**src/rtl/hs32_xmem.sv**
```systemverilog
// hs32_xmem: bridges a 32-bit word request from the memory arbiter onto a
// 16-bit asynchronous external memory bus as two strobed halfword accesses
// (low half first, then high half), then pulses done for one cycle.
// Every bus-facing output is a register so the strobes are glitch-free.
module hs32_xmem #(
  parameter int unsigned WAIT_CYCLES = 2
) (
  input  logic        clk,
  input  logic        reset_n,
  input  logic [31:0] addr,
  input  logic        rw,
  input  logic [31:0] dtw,
  output logic [31:0] dtr,
  input  logic        valid,
  output logic        done,
  output logic [31:0] ext_addr,
  input  logic [15:0] ext_din,
  output logic [15:0] ext_dout,
  output logic        ext_dout_en,
  output logic        ext_ce_n,
  output logic        ext_oe_n,
  output logic        ext_we_n,
  input  logic        ext_wait_n
);

  typedef enum logic [2:0] {
    IDLE,
    SETUP_LO,
    STRB_LO,
    SETUP_HI,
    STRB_HI,
    DONE
  } state_t;

  localparam logic [3:0] WAIT_LAST = WAIT_CYCLES[3:0];

  state_t      state;
  logic [3:0]  cnt;
  logic [31:0] base;
  logic        wr;
  logic [31:0] wdata;

  logic strobe_end;
  assign strobe_end = (cnt == WAIT_LAST) && ext_wait_n;

  // Single FSM: each transition also loads the bus outputs for the state being entered.
  always_ff @(posedge clk or negedge reset_n) begin
    if (!reset_n) begin
      state       <= IDLE;
      cnt         <= 4'd0;
      base        <= 32'd0;
      wr          <= 1'b0;
      wdata       <= 32'd0;
      dtr         <= 32'd0;
      done        <= 1'b0;
      ext_addr    <= 32'd0;
      ext_dout    <= 16'd0;
      ext_dout_en <= 1'b0;
      ext_ce_n    <= 1'b1;
      ext_oe_n    <= 1'b1;
      ext_we_n    <= 1'b1;
    end else begin
      done <= 1'b0;
      case (state)
        IDLE: begin
          if (valid) begin
            base        <= {addr[31:2], 2'b00};
            wr          <= rw;
            wdata       <= dtw;
            state       <= SETUP_LO;
            ext_ce_n    <= 1'b0;
            ext_oe_n    <= 1'b1;
            ext_we_n    <= 1'b1;
            ext_addr    <= {addr[31:2], 2'b00};
            ext_dout_en <= rw;
            ext_dout    <= rw ? dtw[15:0] : 16'h0000;
          end
        end

        SETUP_LO: begin
          state <= STRB_LO;
          cnt   <= 4'd1;
          if (wr) begin
            ext_we_n <= 1'b0;
          end else begin
            ext_oe_n <= 1'b0;
          end
        end

        STRB_LO: begin
          if (strobe_end) begin
            if (!wr) begin
              dtr[15:0] <= ext_din;
            end
            state    <= SETUP_HI;
            cnt      <= 4'd0;
            ext_oe_n <= 1'b1;
            ext_we_n <= 1'b1;
            ext_addr <= base + 32'd2;
            ext_dout <= wr ? wdata[31:16] : 16'h0000;
          end else if (cnt != WAIT_LAST) begin
            cnt <= cnt + 4'd1;
          end
        end

        SETUP_HI: begin
          state <= STRB_HI;
          cnt   <= 4'd1;
          if (wr) begin
            ext_we_n <= 1'b0;
          end else begin
            ext_oe_n <= 1'b0;
          end
        end

        STRB_HI: begin
          if (strobe_end) begin
            if (!wr) begin
              dtr[31:16] <= ext_din;
            end
            state       <= DONE;
            cnt         <= 4'd0;
            done        <= 1'b1;
            ext_ce_n    <= 1'b1;
            ext_oe_n    <= 1'b1;
            ext_we_n    <= 1'b1;
            ext_dout_en <= 1'b0;
            ext_dout    <= 16'h0000;
          end else if (cnt != WAIT_LAST) begin
            cnt <= cnt + 4'd1;
          end
        end

        DONE: begin
          state <= IDLE;
        end

        default: begin
          state <= IDLE;
        end
      endcase
    end
  end

endmodule

```
**config.mk**
```make
export PLATFORM = sky130hd
export DESIGN_NAME = hs32_xmem
export DESIGN_NICKNAME = d
export VERILOG_FILES = /design/src/rtl/hs32_xmem.sv
export SDC_FILE = /design/constraint.sdc
export NUM_CORES = 1
export LEC_CHECK = 0
export ABC_AREA = 0
export CORE_UTILIZATION = 40
export CTS_CLUSTER_SIZE = 20
export DETAILED_ROUTE_END_ITERATION = 8
export PLACE_DENSITY = 0.69
export SLEW_MARGIN = 25
export SYNTH_ARGS = -nofsm -noshare
export SYNTH_HDL_FRONTEND = slang
export SYNTH_SLANG_ARGS = --single-unit
```
**constraint.sdc**
```tcl
create_clock -name clk -period 5.13 [get_ports clk]
set_input_delay 0.7695 -clock clk [delete_from_list [all_inputs] [get_ports clk]]
set_output_delay 0.7695 -clock clk [all_outputs]
set_load 0.05 [all_outputs]
```
==> results.json <==
{
  "pwr-share-comb": 0.455,
  "pin_count": 170,
  "path_clk_slew_ps": 60,
  "antenna_found_initial": 0,
  "synth_edf_count": 0,
  "arrival_ps": 3100,
  "grt.overflow.total": 0,
  "vdd_drop_max_mv": 0.343,
  "path_class": "in2reg",
  "die_area_mm2": 0.0152,
  "post-route-period-util": 0.546,
  "ys_ff_latch": 138,
  "seq_area_frac_synth": 0.587,
  "drt_pass1_iterations": 4,
  "die_h_um": 123,
  "die_w_um": 123,
  "ctsHtreeMaxLevel": 4,
  "tightest_slew_ps": 953,
  "fin_area_mm2": 0.00830,
  "skew_ps": 7.69,
  "ant_nets": 0,
  "maxSlewHeadroom": 0.365,
  "synth_warnings": 0,
  "worstSetupEndpoint": "ext_dout[5]",
  "syn_inst": 431,
  "worstSetupEndpointType": "flip-flop",
  "clock_power_share": 0.222,
  "power_density_mw_per_mm2": 684,
  "syn_area_per_cell_um2": 13.7,
  "slew_viol_final": 0,
  "pwr-share-seq": 0.323,
  "areaGrowthSynthToFinish_pct": 41.0,
  "power.switching_mw": 2.23,
  "hp-class": "in2async",
  "core_area_mm2": 0.0141,
  "async_reset_ff_frac": 1.00,
  "p_int_mw": 3.45,
  "num_rows": 43,
  "finalSetupViolCount": 0,
  "track_usage": 0.183,
  "port-buffer-count": 166,
  "dp.cells": 756,
  "clock_latency_ps": 420,
  "gp_congestion": 0.777,
  "grt_pass1_vias": 4166,
  "drt_wl_total_um": 12900,
  "synthFlopType": "dfrtp_1",
  "post_cts_resized": 0,
  "drc": 0,
  "netlist_area_mm2": 0.00589,
  "required_ps": 5430,
  "rsz0062_at_grt": "no",
  "antennaDiodeCount": 0,
  "wl_per_cell_um": 16.4,
  "reg2reg_slack_ps": 2450,
  "crit_fanout": 19,
  "drt-initial-drc-count": 139,
  "p_leak_nw": 3.58,
  "vias_per_cell": 5.07,
  "dp_hpwl_um": 8670,
  "synth_cell_types": 43,
  "synth_nets": 518,
  "initial_core_util": 0.418,
  "fin_nets": 682,
  "startpoint": "ext_wait_n",
  "finalHoldViolCount": 0,
  "fmax_mhz": 357,
  "numCtsBuffers": 17,
  "r2r_end": "ext_dout[5]",
  "dpl-instance-area_mm2": 0.00770,
  "grt_pass1_wl_um": 20900,
  "crit_path_start_kind": "input port",
  "r2r_cells": 4,
  "tritoncts": "built",
  "status": "complete, no violations",
  "drive_gt1_frac": 0.237,
  "maxCapViolCount": 0,
  "cts_setup_buffers": 0,
  "grt_max_degree": 109,
  "ctsRootBufferMaster": "clkbuf_16",
  "tns_ps": 0,
  "vias": 3997,
  "fin_crit_ps": 2800,
  "r2r-start": "state[2]",
  "switching_share": 0.393,
  "cts_max_path_buffers": 2,
  "whs_ps": 474,
  "clock_sinks": 138,
  "instances_no_fill": 788,
  "hold_buffers": 0
}
==> cell type report <==
type / instances / area (µm²)
Inverter: 4 / 15.0
Clock inverter: 10 / 150
Sequential cell: 138 / 3460
Timing Repair Buffer: 172 / 1720
Tap cell: 180 / 225
Fill cell: 1167 / 5790
Clock buffer: 22 / 454
Multi-Input combinational cell: 262 / 2280
==> power groups by stage <==
stage               logic, mW  registers (mW)  clock network [mW]
floorplan                1.13            2.54                   0
global placement         2.54            1.82                   0
detailed placement       2.61            1.85                   0
CTS                      2.61            1.84                1.29
global route             2.76            1.90                1.34
finish                   2.58            1.84                1.26
==> kinds of logic (layout without fill, tap and decap cells) <==
| group | count (synthesis) | after routing | synth area share |
|---|---|---|---|
| flip-flops | 138 | 138 | 0.587 |
| multiplexers | 124 | 124 | 0.235 |
| AO/OA/AOI/OAI | 69 | 69 | 0.0752 |
| AND/OR/NAND/NOR | 64 | 64 | 0.0633 |
| buffers and inverters | 31 | 208 | 0.0312 |
| adder cells (fa/ha/maj) | 2 | 2 | 0.00425 |
| XOR/XNOR | 2 | 2 | 0.00298 |
| other | 1 | 1 | 0.000637 |
==> synthesized netlist by cell type, types with 3 or more instances <==
| cell type | instances | area [µm²] |
|---|---|---|
| dfrtp_1 | 135 | 3380 |
| dfstp_2 | 3 | 78.8 |
| nand2b_1 | 5 | 31.3 |
| nand2_1 | 33 | 124 |
| nor2_1 | 9 | 33.8 |
| buf_4 | 3 | 22.5 |
| mux2_2 | 87 | 980 |
| mux2_4 | 7 | 105 |
| buf_2 | 8 | 40.0 |
| o31ai_1 | 3 | 22.5 |
| buf_6 | 4 | 45.0 |
| inv_1 | 4 | 15.0 |
| clkbuf_1 | 9 | 33.8 |
| a22o_1 | 16 | 140 |
| o21ai_0 | 37 | 185 |
| mux2i_1 | 30 | 300 |
| o22ai_1 | 3 | 18.8 |
==> metrics by stage <==
stage	total power, mW	worst slack [ps]	utilization
2_1_floorplan	3.67	3060	-
3_3_place_gp	4.36	1940	0.543
3_5_place_dp	4.46	1880	0.546
4_1_cts	5.74	2320	0.589
5_1_grt	6.00	2220	0.589
6_report	5.68	2330	0.589
==> flip-flops by register name (all words and copies together), names as in the netlist <==
register / cells
wr: 1
ext_we_n: 1
ext_addr: 31
done: 1
base: 30
cnt: 4
dtr: 32
wdata: 16
ext_ce_n: 1
ext_dout_en: 1
state: 3
ext_oe_n: 1
ext_dout: 16
==> cell usage in the layout, fill, tap and decap left out, types with 3 or more instances in the layout <==
cell and n:
o21ai_0 37, nand2_1 33, clkinv_2 6, inv_1 4, nor2_1 9, mux2_4 7
clkbuf_1 4, mux2i_1 30, mux2_2 87, o22ai_1 3, clkbuf_16 17, o31ai_1 3
dfstp_2 3, nand2b_1 5, a22o_1 16, bufinv_16 4, dfrtp_1 135, clkdlybuf4s50_1 165
buf_4 4
==> worst max-delay path, stage by stage <==
cell and delay (ps):
clkdlybuf4s50_1 590, nand4bb_4 230, nor3_1 290, or3_1 790, mux2_2 420
==> worst min path at each step <==
stage | startpoint | to | slack (ps) | cells past startpoint
3_5_place_dp | ext_addr[24] | ext_addr[24] | 470 | 2
3_3_place_gp | ext_addr[25] | ext_addr[25] | 460 | 2
4_1_cts | ext_addr[24] | ext_addr[24] | 480 | 2
2_1_floorplan | reset_n | base[10] | 470 | 0
6_report | reset_n | base[21] | 470 | 1
5_1_grt | ext_addr[20] | ext_addr[20] | 510 | 2
==> metal layers <==
metal / vias to the layer above / share of wire / global-route usage
met5: - / 0 / 0
met4: 0 / 0.017 / 0.0700
met1: 2004 / 0.44 / 0.225
met3: 16 / 0.072 / 0.0683
met2: 118 / 0.48 / 0.291
li1: 1859 / - / -
No activity file was read; power rests on OpenSTA's default activity.
